[src/rtl/mux_pkg.sv]
// Sizing helpers shared by the pipelined word multiplexer.
// A tree of N 2:1 levels is cut into register stages of LVL_PER_STG levels each;
// these functions give stage count, levels per stage and per-stage data/sel widths.
package mux_pkg;

  // Number of register stages; a zero-level tree still gets one slice.
  function automatic int unsigned n_stages(int unsigned n, int unsigned lps);
    return (n == 0) ? 1 : (n + lps - 1) / lps;
  endfunction

  // Tree levels completed before stage s starts.
  function automatic int unsigned lvls_done(int unsigned s, int unsigned n, int unsigned lps);
    int unsigned d = s * lps;
    return (d > n) ? n : d;
  endfunction

  // Tree levels evaluated inside stage s; the last stage may hold fewer.
  function automatic int unsigned lvls_in_stage(int unsigned s, int unsigned n,
                                                int unsigned lps);
    return lvls_done(s + 1, n, lps) - lvls_done(s, n, lps);
  endfunction

  // Select port width; a single-word tree still has a 1-bit (ignored) select.
  function automatic int unsigned sel_w(int unsigned n);
    return (n == 0) ? 1 : n;
  endfunction

  // Data register width of stage s.
  function automatic int unsigned stage_data_w(int unsigned s, int unsigned n,
                                               int unsigned lps, int unsigned width);
    return width << (n - lvls_done(s + 1, n, lps));
  endfunction

endpackage

[src/rtl/mux_n_pipe_if.sv]
// Handshake bundle of mux_n_pipe.
//   in_data/in_sel/in_valid/in_ready : upstream beat (2**N words of WIDTH bits + word index)
//   out_data/out_valid/out_ready     : downstream selected word
// slave  = the multiplexer, master = whoever drives and consumes it.
interface mux_n_pipe_if #(
  parameter int unsigned N     = 3,
  parameter int unsigned WIDTH = 8
) ();
  localparam int unsigned SelW = mux_pkg::sel_w(N);

  logic [(WIDTH << N)-1:0] in_data;
  logic [SelW-1:0]         in_sel;
  logic                    in_valid;
  logic                    in_ready;
  logic [WIDTH-1:0]        out_data;
  logic                    out_valid;
  logic                    out_ready;

  modport master (
    output in_data, in_sel, in_valid, out_ready,
    input  in_ready, out_data, out_valid
  );

  modport slave (
    input  in_data, in_sel, in_valid, out_ready,
    output in_ready, out_data, out_valid
  );
endinterface

[src/rtl/mux2.sv]
// 2:1 mux cell, WIDTH bits wide.
//   a0_i/a1_i : candidate words, sel_i : picks a1_i when 1, y_o : result
module mux2 #(
  parameter int unsigned WIDTH = 1
) (
  input  logic [WIDTH-1:0] a0_i,
  input  logic [WIDTH-1:0] a1_i,
  input  logic             sel_i,
  output logic [WIDTH-1:0] y_o
);
  assign y_o = sel_i ? a1_i : a0_i;
endmodule

[src/rtl/mux_lvl.sv]
// One combinational tree level: pairs words 2k/2k+1 and steers each pair with sel_i.
//   data_i : WORDS words, data_o : WORDS/2 words, sel_i : level select bit
module mux_lvl #(
  parameter int unsigned WORDS = 2,
  parameter int unsigned WIDTH = 8
) (
  input  logic [WORDS*WIDTH-1:0]     data_i,
  input  logic                       sel_i,
  output logic [(WORDS/2)*WIDTH-1:0] data_o
);
  for (genvar k = 0; k < WORDS / 2; k++) begin : g_pair
    mux2 #(.WIDTH(WIDTH)) u_mux2 (
      .a0_i (data_i[(2*k)*WIDTH +: WIDTH]),
      .a1_i (data_i[(2*k+1)*WIDTH +: WIDTH]),
      .sel_i(sel_i),
      .y_o  (data_o[k*WIDTH +: WIDTH])
    );
  end
endmodule

[src/rtl/mux_n_pipe.sv]
// Pipelined WIDTH-bit, 2**N-input word multiplexer with valid/ready handshake.
// A 2:1 tree (LSB select bit at level 0) is sliced into register stages of LVL_PER_STG levels;
// every beat carries its unconsumed select bits alongside its partially reduced data.
//   clk   : rising-edge clock
//   rst_n : asynchronous active-low reset
//   bus   : slave side of mux_n_pipe_if (in_* beat, out_* selected word)
module mux_n_pipe import mux_pkg::*; #(
  parameter int unsigned N           = 3,
  parameter int unsigned WIDTH       = 8,
  parameter int unsigned LVL_PER_STG = 1
) (
  input  logic         clk,
  input  logic         rst_n,
  mux_n_pipe_if.slave  bus
);
  localparam int unsigned Stages = n_stages(N, LVL_PER_STG);
  localparam int unsigned SelW   = sel_w(N);
  localparam int unsigned FullW  = WIDTH << N;

  // Stage outputs, zero-extended to the widest data so they fit one array.
  logic [FullW-1:0]  stg_data [Stages];
  logic [SelW-1:0]   stg_sel  [Stages];
  logic [Stages-1:0] stg_valid;
  // rdy[s]: stage s can take a beat this cycle. Pure combinational chain from out_ready.
  logic [Stages:0]   rdy;

  assign rdy[Stages]  = bus.out_ready;
  assign bus.in_ready = rdy[0];

  for (genvar s = 0; s < Stages; s++) begin : g_stage
    localparam int unsigned Lv   = lvls_in_stage(s, N, LVL_PER_STG);
    localparam int unsigned InW  = WIDTH << (N - lvls_done(s, N, LVL_PER_STG));
    localparam int unsigned OutW = stage_data_w(s, N, LVL_PER_STG, WIDTH);

    logic [Lv:0][InW-1:0] lvl;
    logic [SelW-1:0]      sel_in;
    logic                 valid_in;
    logic [OutW-1:0]      data_q;
    logic [SelW-1:0]      sel_q;
    logic                 valid_q;
    logic                 load;
    logic                 unused_lvl;

    if (s == 0) begin : g_src_port
      assign lvl[0]   = bus.in_data;
      assign sel_in   = bus.in_sel;
      assign valid_in = bus.in_valid;
    end else begin : g_src_stage
      logic unused_hi;
      assign lvl[0]    = stg_data[s-1][InW-1:0];
      assign sel_in    = stg_sel[s-1];
      assign valid_in  = stg_valid[s-1];
      assign unused_hi = ^stg_data[s-1][FullW-1:InW];
    end

    // Remaining select bits sit at the LSB end, so level l of this stage uses sel_in[l].
    for (genvar l = 0; l < Lv; l++) begin : g_lvl
      localparam int unsigned Words = (InW / WIDTH) >> l;
      logic [(Words/2)*WIDTH-1:0] lvl_out;
      mux_lvl #(
        .WORDS(Words),
        .WIDTH(WIDTH)
      ) u_mux_lvl (
        .data_i(lvl[l][Words*WIDTH-1:0]),
        .sel_i (sel_in[l]),
        .data_o(lvl_out)
      );
      assign lvl[l+1] = InW'(lvl_out);
    end

    // Padding above each level's live words is zero and only reaches this sink.
    assign unused_lvl = ^{lvl, sel_in};

    assign load   = !valid_q || rdy[s+1];
    assign rdy[s] = load;

    always_ff @(posedge clk or negedge rst_n) begin
      if (!rst_n) begin
        valid_q <= 1'b0;
        data_q  <= '0;
        sel_q   <= '0;
      end else if (load) begin
        valid_q <= valid_in;
        // Payload only moves with a valid beat, so idle garbage never lands in a register.
        if (valid_in) begin
          data_q <= lvl[Lv][OutW-1:0];
          sel_q  <= sel_in >> Lv;
        end
      end
    end

    if (s < Stages - 1) begin : g_fwd
      assign stg_data[s]  = FullW'(data_q);
      assign stg_sel[s]   = sel_q;
      assign stg_valid[s] = valid_q;
    end else begin : g_out
      logic unused_last;
      // Last slot feeds the port directly; its array entries are never consumed.
      assign stg_data[s]   = '0;
      assign stg_sel[s]    = '0;
      assign stg_valid[s]  = 1'b0;
      assign bus.out_data  = data_q;
      assign bus.out_valid = valid_q;
      assign unused_last   = ^{sel_q, stg_data[s], stg_sel[s], stg_valid[s]};
    end
  end
endmodule

[src/flat_wrapper.sv]
// flat-port wrapper written by rule: the top's interface ports become plain ports
module mux_n_pipe_flat import mux_pkg::*;
#(
  parameter int unsigned N           = 3,
  parameter int unsigned WIDTH       = 8,
  parameter int unsigned LVL_PER_STG = 1
)
  (clk, rst_n, bus_in_data, bus_in_sel, bus_in_valid, bus_out_ready, bus_in_ready, bus_out_data, bus_out_valid);
  mux_n_pipe_if #(.N(N), .WIDTH(WIDTH)) bus_i ();
  input  logic clk;
  input  logic rst_n;
  input wire logic [$bits(bus_i.in_data)-1:0] bus_in_data;
  input wire logic [$bits(bus_i.in_sel)-1:0] bus_in_sel;
  input wire logic [$bits(bus_i.in_valid)-1:0] bus_in_valid;
  input wire logic [$bits(bus_i.out_ready)-1:0] bus_out_ready;
  output wire logic [$bits(bus_i.in_ready)-1:0] bus_in_ready;
  output wire logic [$bits(bus_i.out_data)-1:0] bus_out_data;
  output wire logic [$bits(bus_i.out_valid)-1:0] bus_out_valid;
  assign bus_i.in_data = bus_in_data;
  assign bus_i.in_sel = bus_in_sel;
  assign bus_i.in_valid = bus_in_valid;
  assign bus_i.out_ready = bus_out_ready;
  assign bus_in_ready = bus_i.in_ready;
  assign bus_out_data = bus_i.out_data;
  assign bus_out_valid = bus_i.out_valid;
  mux_n_pipe #(.N(N), .WIDTH(WIDTH), .LVL_PER_STG(LVL_PER_STG)) u_core (.clk(clk), .rst_n(rst_n), .bus(bus_i));
endmodule
[config.mk]
export PLATFORM = sky130hd
export DESIGN_NAME = mux_n_pipe_flat
export DESIGN_NICKNAME = d
export VERILOG_FILES = /design/src/rtl/mux_pkg.sv /design/src/rtl/mux_n_pipe_if.sv /design/src/rtl/mux2.sv /design/src/rtl/mux_lvl.sv /design/src/rtl/mux_n_pipe.sv /design/src/flat_wrapper.sv
export SDC_FILE = /design/constraint.sdc
export NUM_CORES = 1
export LEC_CHECK = 0
export CELL_PAD_IN_SITES_DETAIL_PLACEMENT = 1
export CELL_PAD_IN_SITES_GLOBAL_PLACEMENT = 2
export CORE_MARGIN = 4
export CORE_UTILIZATION = 35
export CTS_BUF_LIST = sky130_fd_sc_hd__clkbuf_8
export DETAILED_ROUTE_END_ITERATION = 10
export PLACE_DENSITY = 0.85
export SYNTH_ARGS = -nofsm -noshare
export SYNTH_HDL_FRONTEND = slang
export SYNTH_SLANG_ARGS = --single-unit
[constraint.sdc]
create_clock -name clk -period 3.91 [get_ports clk]
set_input_delay 1.173 -clock clk [delete_from_list [all_inputs] [get_ports clk]]
set_output_delay 1.173 -clock clk [all_outputs]
set_load 0.02 [all_outputs]
# After elaboration in Yosys (flattened, before gate mapping)
# Index checks and enable logic that the tools add are counted.
# Widths: inputs -> output; s select.
dict set report totals {
  output_inout_bits 10
  reg_bits 62
  ramBits 0
  romBits 0
  word_cells 24
  memories 0
  in_bits 71
  latchBits 0
}
dict set report classes {
  n_mul 0
  add_sub_neg 0
  n_bitwise 0
  order_cmp 0
  mux 7
  n_reduce_logical 9
  n_eq_ne 0
  shift 0
  n_div 0
}
# operator count
set ops {}
lappend ops {{$mux 8} 7}
lappend ops {{$reduce_and 2->1} 3}
lappend ops {{$logic_not 1->1} 3}
lappend ops {{$logic_or 1x1->1} 3}

# Longest topological paths before layout
# Gate-level depths: netlist of run 1.
dict set report depth {
  word_depth 5
  ltp_mapped 6
  depth_no_buf 3
}

# Hierarchy
# A second synthesis of run 1 with hierarchy kept.
dict set report unflattened {
  cells_unflattened 197
  area_unflattened_um2 3453.3
}
# module seq_area_each_um2 cells_per_inst area_per_inst_um2 instances
set by_module_without_submodules {}
lappend by_module_without_submodules {mux_n_pipe 1551.5 134 2533.7 1}
lappend by_module_without_submodules {mux2 0.0 9 131.4 7}

# Worst setup path after synthesis of run 1
# No wires, ideal clock.
dict set report synth_timing {
  path_kind {in2out}
  start {input bus_out_ready}
  end {output bus_in_ready}
  path_slack_ps 1095
  path_stages 3
  required_ps 2737
  arrival_time_ps 1642
  path_buffers 2
  path_cell_list {nand4b_4 -> buf_6 -> buf_6}
}
dict set report synth_between {
  elab_chain_len 3
}
# element line_no
set synth_lines {}
lappend synth_lines {{from (decl)} flat_wrapper.sv:15} ;# input wire logic [$bits(bus_i.out_ready)-1:0] bus_out_ready;
lappend synth_lines {{$logic_or 1x1->1 (3 in a row)} mux_n_pipe.sv:74} ;# assign load = !valid_q || rdy[s+1];
lappend synth_lines {{to (decl)} flat_wrapper.sv:16} ;# output wire logic [$bits(bus_i.in_ready)-1:0] bus_in_ready;
# No other way between the ends.

# Final worst setup path of run 1
# Ends and elaborated chain as after synthesis.

==> impl_metrics.py, run 1 <==
metrics = {
    "worst_setup_path": {
        "reg2reg_depth": 4,
        "crit_arrival_ns": 2.48,
        "rr_startpoint": "u_core.g_stage[1].valid_q$_DFFE_PN0P_",
        "required_ns": 2.74,
        "r2r_end": "u_core.g_stage[0].sel_q[0]$_DFFE_PN0P_",
        "end_kind": "primary output",
        "critPathKind": "in -> out",
        "timing.critical_path.from_type": "input pin",
        "worst-path-max-fanout": 3,
        "rrSetupSlack_ns": 1.90,
    },
    "grt": {
        "grt_first_pass_wirelength_um": 12200,
        "antenna_found_initial": 0,
        "gr-total-overflow": 0,
        "grt_pass1_vias": 2442,
        "grt_max_degree": 67,
        "track_usage_pct": 15.1,
    },
    "cts": {
        "hold_buffers": 0,
        "cts_resized": 0,
        "clk_latency_ns": 0.35,
        "cts.path.max_buffers": 2,
        "numCtsBuffers": 9,
        "cts.sinks": 62,
        "cts-htree-levels": 3,
        "cts_tree": "done",
        "clock-root-buffer": "clkbuf_8",
        "postCtsSetupBuffers": 0,
        "path_clk_slew_ns": 0.07,
    },
    "hold_path": {
        "holdPathStages": 2,
        "holdCritStartpoint": "u_core.bus.out_data[5]$_DFFE_PN0P_",
        "hold_class": "reg -> reg",
        "hold_end": "u_core.bus.out_data[5]$_DFFE_PN0P_",
    },
    "synth": {
        "ys_seq_area_share_pct": 49.3,
        "synth_seq_cells": 62,
        "synth_nets": 344,
        "synth_top_area_share_pct": 49.3,
        "syn_area_per_cell_um2": 11.5,
        "synth_area_leader_cell": "dfrtp_1",
        "yosysUniqueCellTypes": 18,
        "yosysWarnings": 0,
        "synthesis.instances": 273,
        "syn_area_um2": 3140,
        "synth_area_leaders": "dfrtp_1 49%, mux2i_1 18%, a31oi_1 9.6%",
    },
    "sta": {
        "post-route-period-util_pct": 93.4,
        "setup_viol": 0,
        "layout_min_cycle_time_ns": 3.65,
        "maxSlewHeadroom_pct": 35.0,
        "slew_violations": 0,
        "tightest_slew_ns": 0.975,
        "rsz0062_at_grt": "no",
        "finalHoldViolations": 0,
        "setup_tns_ns": 0,
        "fin_skew_ns": 0.0106,
        "fmax_mhz": 274,
    },
    "pwr": {
        "p_leak_nw": 1.69,
        "vdd_drop_max_mv": 0.158,
        "powerDensity_nw_per_um2": 490,
    },
    "drt": {
        "drc_errors": 0,
        "wl_per_cell_um": 16.8,
        "wirelength_um": 7580,
        "dr.pass1.iters": 4,
        "vias": 2373,
        "ant_nets": 0,
        "drtIter0Drc": 76,
        "viasPerCell": 5.25,
    },
    "place": {
        "place.gp.congestion": 0.724,
        "portBuffers": 80,
        "dpl.hpwl_um": 5350,
    },
    "floorplanning": {
        "initial_utilization_pct": 36.1,
        "rows": 34,
        "boundaryPins": 81,
        "die_x_um": 103,
        "core-area_um2": 8720,
        "die_area_um2": 10600,
        "fp.dieH_um": 103,
    },
    "final_layout": {
        "area_growth_pct": 30.5,
        "layout_common_cells": "77 x clkdlybuf4s50_1, 62 x dfrtp_1, 56 x mux2i_1, 48 x a31oi_1, 46 x a21oi_1",
        "insertedDiodeCount": 0,
        "final_common_cell": "clkdlybuf4s50_1",
        "layout-drive-gt1-share_pct": 14.2,
        "final_util_pct": 47.1,
        "fin_nets": 410,
    },
    "flow_run": {
        "drv_cap": 0,
    },
    "status": {
        "outcome": "finished clean",
    },
}
## power breakdown
part           switching, W  internal, W  total (W)
logic              0.000245     0.000267   0.000512
clock network      0.000249     0.000362   0.000611
registers          0.000110     0.000777   0.000887
total              0.000604      0.00141    0.00201
## metal layers
layer	vias up	global-route usage, %	share of wire, %
li1	1159	-	-
met1	1136	19.8	46
met2	66	23.9	47
met3	12	3.99	6.0
met4	0	6.27	1.7
met5	-	0	0
## critical path, stage by stage
cell and delay [ns]:
clkdlybuf4s50_1 0.50, nand4b_4 0.18, clkdlybuf4s50_1 0.62
## through the flow
stage / power [W] / hold slack (ns) / cells / setup slack (ns) / area [um2]
finish: 0.00201 / 0.512 / 452 / 0.260 / 4100
global route: 0.00213 / 0.537 / 452 / 0.200 / 4100
CTS: 0.00203 / 0.518 / 452 / 0.247 / 4100
detailed placement: 0.00142 / 0.502 / 436 / 0.263 / 3880
global placement: 0.00140 / 0.496 / 436 / 0.244 / 3880
floorplan: 0.00121 / 0.475 / 273 / 1.09 / 3140
## cell usage after synthesis, drive strengths merged
| cell | n |
|---|---|
| a21oi | 64 |
| dfrtp | 62 |
| mux2i | 56 |
| a31oi | 48 |
| buf | 22 |
| clkbuf | 9 |
| nand2b | 4 |
| mux2 | 3 |
| nand2 | 2 |
| and2 | 1 |
| nand3b | 1 |
| nand4b | 1 |
## registers in the layout, indices dropped and copies added (netlist names)
register / flops
u_core.g_stage.data_q: 48
u_core.bus.out_valid: 1
u_core.bus.out_data: 8
u_core.g_stage.valid_q: 2
u_core.g_stage.sel_q: 3
## logic make-up (layout without fill, tap and decap cells)
logic type	after synthesis	after routing	synth area share, %
AO/OA/AOI/OAI	112	112	21.9
flip-flops	62	62	49.3
AND/OR/NAND/NOR	9	9	2.71
multiplexers	59	59	18.9
buffers and inverters	31	102	7.16
## layout make-up
type	count	area, um2
Sequential cell	62	1550
Clock buffer	13	179
Timing Repair Buffer	86	831
Fill cell	980	4620
Tap cell	108	135
Clock inverter	3	40.0
Multi-Input combinational cell	180	1370
## worst max path at each step
stage	slack, ns	cells past startpoint	from	endpoint
2_1_floorplan	1.09	3	bus_out_ready	bus_in_ready
3_3_place_gp	0.24	3	bus_out_ready	bus_in_ready
3_5_place_dp	0.26	3	bus_out_ready	bus_in_ready
4_1_cts	0.25	3	bus_out_ready	bus_in_ready
5_1_grt	0.20	3	bus_out_ready	bus_in_ready
6_report	0.26	3	bus_out_ready	bus_in_ready
No activity file was read; power rests on OpenSTA's default activity.
==> inputs of run 2 (changes only) <==
Settings changed: MAX_ROUTING_LAYER set to met4.
==> impl_metrics.py, run 2 (same netlist as run 1, synthesis figures left out) <==
metrics = {
    "status": {
        "outcome": "finished clean",
    },
    "grt": {
        "grt_pass1_vias": 2450,
        "track_usage_pct": 15.6,
        "grt_max_degree": 67,
        "gr-total-overflow": 0,
        "antenna_found_initial": 0,
        "grt_first_pass_wirelength_um": 12200,
    },
    "worst_setup_path": {
        "timing.critical_path.from_type": "input pin",
        "crit_chain": "clkdlybuf4s50_1, nand4b_4, clkdlybuf4s50_1",
        "reg2reg_depth": 4,
        "end_kind": "primary output",
        "cp_slowest_cell": "clkdlybuf4s50_1",
        "crit_path_frequent_cell": "clkdlybuf4s50_1",
        "cpPeakStageDelay_ns": 0.62,
        "required_ns": 2.74,
        "r2r_end": "u_core.g_stage[0].sel_q[0]$_DFFE_PN0P_",
        "cp_num_cells": 3,
        "worst-path-max-fanout": 3,
        "rrSetupSlack_ns": 1.89,
        "critPathTopFamily": "buffers and inverters",
        "crit_arrival_ns": 2.48,
        "rr_startpoint": "u_core.g_stage[1].valid_q$_DFFE_PN0P_",
        "worstSetupEndpoint": "bus_in_ready",
        "critPathKind": "in -> out",
        "crit_start": "bus_out_ready",
        "crit_buf_inv": 2,
    },
    "final_layout": {
        "insertedDiodeCount": 0,
        "final_common_cell": "clkdlybuf4s50_1",
        "layout-drive-gt1-share_pct": 14.2,
        "fin_nets": 410,
        "fill_cells": 980,
        "final_util_pct": 47.1,
        "largest_register_ffs": 48,
        "top_register": "u_core.g_stage.data_q",
        "layout_common_cells": "77 x clkdlybuf4s50_1, 62 x dfrtp_1, 56 x mux2i_1, 48 x a31oi_1, 46 x a21oi_1",
        "area_growth_pct": 30.5,
    },
    "place": {
        "place.gp.congestion": 0.733,
        "portBuffers": 80,
        "dpl.hpwl_um": 5350,
        "dp_slack_ns": 0.263,
    },
    "hold_path": {
        "hold_class": "reg -> reg",
    },
    "floorplanning": {
        "core-area_um2": 8720,
        "fp.dieH_um": 103,
        "die_x_um": 103,
        "die_area_um2": 10600,
        "initial_utilization_pct": 36.1,
        "rows": 34,
        "boundaryPins": 81,
    },
    "sta": {
        "fin_ws_ns": 0.259,
        "layout_min_cycle_time_ns": 3.65,
        "fin_skew_ns": 0.00871,
        "setup_tns_ns": 0,
        "rsz0062_at_grt": "no",
        "fmax_mhz": 274,
        "setup_viol": 0,
        "whs_ns": 0.513,
        "post-route-period-util_pct": 93.4,
        "finalHoldViolations": 0,
        "slew_violations": 0,
        "tightest_slew_ns": 0.984,
        "maxSlewHeadroom_pct": 34.4,
    },
    "pwr": {
        "pwr-share-comb_pct": 25.5,
        "clkPwrFrac_pct": 30.4,
        "pwr-share-seq_pct": 44.1,
        "powerDensity_nw_per_um2": 489,
        "p_sw_w": 0.000602,
        "p_int_w": 0.00141,
        "sw_frac_of_total_pct": 30.0,
        "vdd_drop_max_mv": 0.158,
        "p_leak_nw": 1.69,
    },
    "drt": {
        "dr.pass1.iters": 4,
        "wirelength_um": 7630,
        "viasPerCell": 5.25,
        "drtIter0Drc": 70,
        "vias": 2372,
        "ant_nets": 0,
        "wl_per_cell_um": 16.9,
        "drc_errors": 0,
    },
    "flow_run": {
        "drv_cap": 0,
    },
    "cts": {
        "path_clk_slew_ns": 0.06,
        "postCtsSetupBuffers": 0,
        "cts_resized": 0,
        "clk_latency_ns": 0.34,
        "hold_buffers": 0,
        "cts.sinks": 62,
        "clock-root-buffer": "clkbuf_8",
        "numCtsBuffers": 9,
        "cts-htree-levels": 3,
        "cts_tree": "done",
        "cts.path.max_buffers": 2,
    },
}
[run 2: through the flow]
stage               total power [W]  std cells  instance area [um2]
global route                0.00213        452                 4100
finish                      0.00201        452                 4100
detailed placement          0.00142        436                 3880
global placement            0.00140        436                 3880
CTS                         0.00203        452                 4100
floorplan                   0.00121        273                 3140
[run 2: routing by layer]
metal  vias to the layer above  routed length (um)  global-route usage, %
met1                      1132                3490                   20.2
met2                        68                3570                   23.7
met5                         -                   0                      -
met3                        13                 462                   3.45
li1                       1159                   -                      -
met4                         0                 108                   6.27
[run 2: layout make-up]
type | instances | area [um2] | area share (%)
Sequential cell | 62 | 1550 | 37.8
Multi-Input combinational cell | 180 | 1370 | 33.3
Clock buffer | 13 | 179 | 4.36
Tap cell | 108 | 135 | 3.29
Timing Repair Buffer | 86 | 831 | 20.2
Clock inverter | 3 | 40.0 | 0.976
[run 2: worst min path at each step]
stage,end,from,cells after the start
after floorplan,u_core.g_stage[1].sel_q[0]$_DFFE_PN0P_,u_core.g_stage[0].sel_q[1]$_DFFE_PN0P_,1
after global placement,u_core.g_stage[0].sel_q[1]$_DFFE_PN0P_,u_core.g_stage[0].sel_q[1]$_DFFE_PN0P_,1
after detailed placement,u_core.bus.out_data[4]$_DFFE_PN0P_,u_core.bus.out_data[4]$_DFFE_PN0P_,2
after CTS,u_core.bus.out_data[4]$_DFFE_PN0P_,u_core.bus.out_data[4]$_DFFE_PN0P_,2
after global routing,u_core.bus.out_data[5]$_DFFE_PN0P_,u_core.bus.out_data[5]$_DFFE_PN0P_,2
final,u_core.bus.out_data[4]$_DFFE_PN0P_,u_core.bus.out_data[4]$_DFFE_PN0P_,2
[run 2: power by group through the flow]
| stage | registers [W] | logic [W] | clock network (W) |
|---|---|---|---|
| finish | 0.000886 | 0.000512 | 0.000610 |
| global route | 0.000907 | 0.000568 | 0.000650 |
| CTS | 0.000889 | 0.000521 | 0.000625 |
| detailed placement | 0.000899 | 0.000518 | 0 |
| global placement | 0.000891 | 0.000505 | 0 |
| floorplan | 0.000890 | 0.000316 | 0 |
[run 2: tightest hold or removal path: cells and delay by family (launching register included)]
kind            cells  cell delay, ns
compound gates      2            0.14
flops               1            0.34
==> inputs of run 3 (changes only) <==
Clock period 3.91 ns to 4.5 ns, I/O delays scaled along.
==> impl_metrics.py, run 3 (same netlist as run 1, synthesis figures left out) <==
metrics = {
    "worst_setup_path": {
        "worst-path-max-fanout": 3,
        "critPathTopFamily": "buffers and inverters",
        "rr_startpoint": "u_core.g_stage[1].valid_q$_DFFE_PN0P_",
        "crit_arrival_ns": 2.67,
        "critPathKind": "in -> out",
        "required_ns": 3.15,
        "crit_start": "bus_out_ready",
        "cp_slowest_cell": "clkdlybuf4s50_1",
        "end_kind": "primary output",
        "crit_buf_inv": 2,
        "crit_chain": "clkdlybuf4s50_1, nand4b_4, clkdlybuf4s50_1",
        "timing.critical_path.from_type": "input pin",
        "cpPeakStageDelay_ns": 0.62,
        "crit_path_frequent_cell": "clkdlybuf4s50_1",
    },
    "drt": {
        "vias": 2313,
        "drtIter0Drc": 84,
        "wirelength_um": 7240,
        "dr.pass1.iters": 4,
        "ant_nets": 0,
        "wl_per_cell_um": 16.1,
        "drc_errors": 0,
        "viasPerCell": 5.14,
    },
    "sta": {
        "post-route-period-util_pct": 89.4,
        "setup_viol": 0,
        "fmax_mhz": 248,
        "maxSlewHeadroom_pct": 35.7,
        "fin_skew_ns": 0.0105,
        "layout_min_cycle_time_ns": 4.02,
        "slew_violations": 0,
        "setup_tns_ns": 0,
        "finalHoldViolations": 0,
        "rsz0062_at_grt": "no",
        "tightest_slew_ns": 0.964,
    },
    "status": {
        "outcome": "finished clean",
    },
    "final_layout": {
        "largest_register_ffs": 48,
        "top_register": "u_core.g_stage.data_q",
        "area_growth_pct": 29.5,
        "layout-drive-gt1-share_pct": 13.2,
        "insertedDiodeCount": 0,
        "fin_nets": 408,
        "final_common_cell": "clkdlybuf4s50_1",
        "layout_common_cells": "77 x clkdlybuf4s50_1, 62 x dfrtp_1, 56 x mux2i_1, 48 x a31oi_1, 46 x a21oi_1",
        "final_util_pct": 46.7,
    },
    "cts": {
        "path_clk_slew_ns": 0.07,
        "hold_buffers": 0,
        "cts_resized": 0,
        "cts.path.max_buffers": 2,
        "cts_tree": "done",
        "numCtsBuffers": 9,
        "clk_latency_ns": 0.34,
        "cts-htree-levels": 3,
        "postCtsSetupBuffers": 0,
        "clock-root-buffer": "clkbuf_8",
        "cts.sinks": 62,
    },
    "grt": {
        "grt_first_pass_wirelength_um": 11800,
        "grt_max_degree": 67,
        "track_usage_pct": 14.9,
        "gr-total-overflow": 0,
        "antenna_found_initial": 0,
        "grt_pass1_vias": 2403,
    },
    "floorplanning": {
        "rows": 34,
        "core-area_um2": 8720,
        "boundaryPins": 81,
        "die_x_um": 103,
        "initial_utilization_pct": 36.1,
        "fp.dieH_um": 103,
        "die_area_um2": 10600,
    },
    "pwr": {
        "powerDensity_nw_per_um2": 418,
        "vdd_drop_max_mv": 0.136,
        "p_leak_nw": 1.67,
    },
    "hold_path": {
        "holdCritStartpoint": "u_core.g_stage[0].sel_q[1]$_DFFE_PN0P_",
        "hold_class": "reg -> reg",
    },
    "place": {
        "dpl.hpwl_um": 5140,
        "portBuffers": 80,
        "place.gp.congestion": 0.692,
    },
    "flow_run": {
        "drv_cap": 0,
    },
}
==> run 3: cell types whose count changed in the layout (fill, tap and decap cells not counted), sizes merged <==
cell	previous run	this run
buf	9	7
clkbuf	13	11
inv	0	2
clkinv	2	1
clkinvlp	0	1
==> run 3: worst register-to-register path, cell delays in order, from the launching register on <==
cell and delay [ns]:
dfrtp_1 0.55, nand4b_4 0.22, buf_4 0.57, nand2_1 0.18
mux2_2 0.31
==> run 3: metal layers <==
| metal | routed length, um | global-route usage [%] | up-vias |
|---|---|---|---|
| met5 | 0 | - | - |
| met4 | 104 | 5.38 | 0 |
| met3 | 357 | 2.84 | 10 |
| met2 | 3280 | 22.6 | 71 |
| met1 | 3490 | 19.8 | 1077 |
| li1 | - | - | 1155 |
==> run 3: area by class of cell <==
class                      instances  area [um2]
fill                             940        4650
clock inverter                     5        50.0
sequential                        62        1550
tap                              108         135
multi-input combinational        180        1370
clock buffer                      11         151
timing repair buffer              84         816
==> run 3: path summary, 6_finish.rpt <==
check | endpoint | slack [ns] | depth (start not counted)
min reg2reg | u_core.g_stage[0].sel_q[1]$_DFFE_PN0P_ | 0.51 | 1
max in group asynchronous | u_core.g_stage[0].data_q[20]$_DFFE_PN0P_ | 2.60 | 2
max reg2reg | u_core.g_stage[0].sel_q[1]$_DFFE_PN0P_ | 2.56 | 4
min in group asynchronous | u_core.bus.out_data[5]$_DFFE_PN0P_ | 1.00 | 1
max | bus_in_ready | 0.48 | 3
min | u_core.g_stage[0].sel_q[1]$_DFFE_PN0P_ | 0.51 | 1
==> run 3: report_power, final <==
group          switching, W  total, W  internal [W]
registers         0.0000934  0.000768      0.000675
logic              0.000210  0.000441      0.000231
clock network      0.000210  0.000491      0.000281
==> run 3: metrics by stage <==
| step | worst slack, ns | cells | power [W] | hold WS, ns | cell area [um2] |
|---|---|---|---|---|---|
| floorplan | 1.33 | 273 | 0.00105 | 0.475 | 3140 |
| global placement | 0.472 | 434 | 0.00121 | 0.493 | 3870 |
| detailed placement | 0.479 | 434 | 0.00123 | 0.496 | 3870 |
| CTS | 0.462 | 450 | 0.00173 | 0.512 | 4070 |
| global route | 0.433 | 450 | 0.00182 | 0.526 | 4070 |
| finish | 0.475 | 450 | 0.00170 | 0.507 | 4070 |
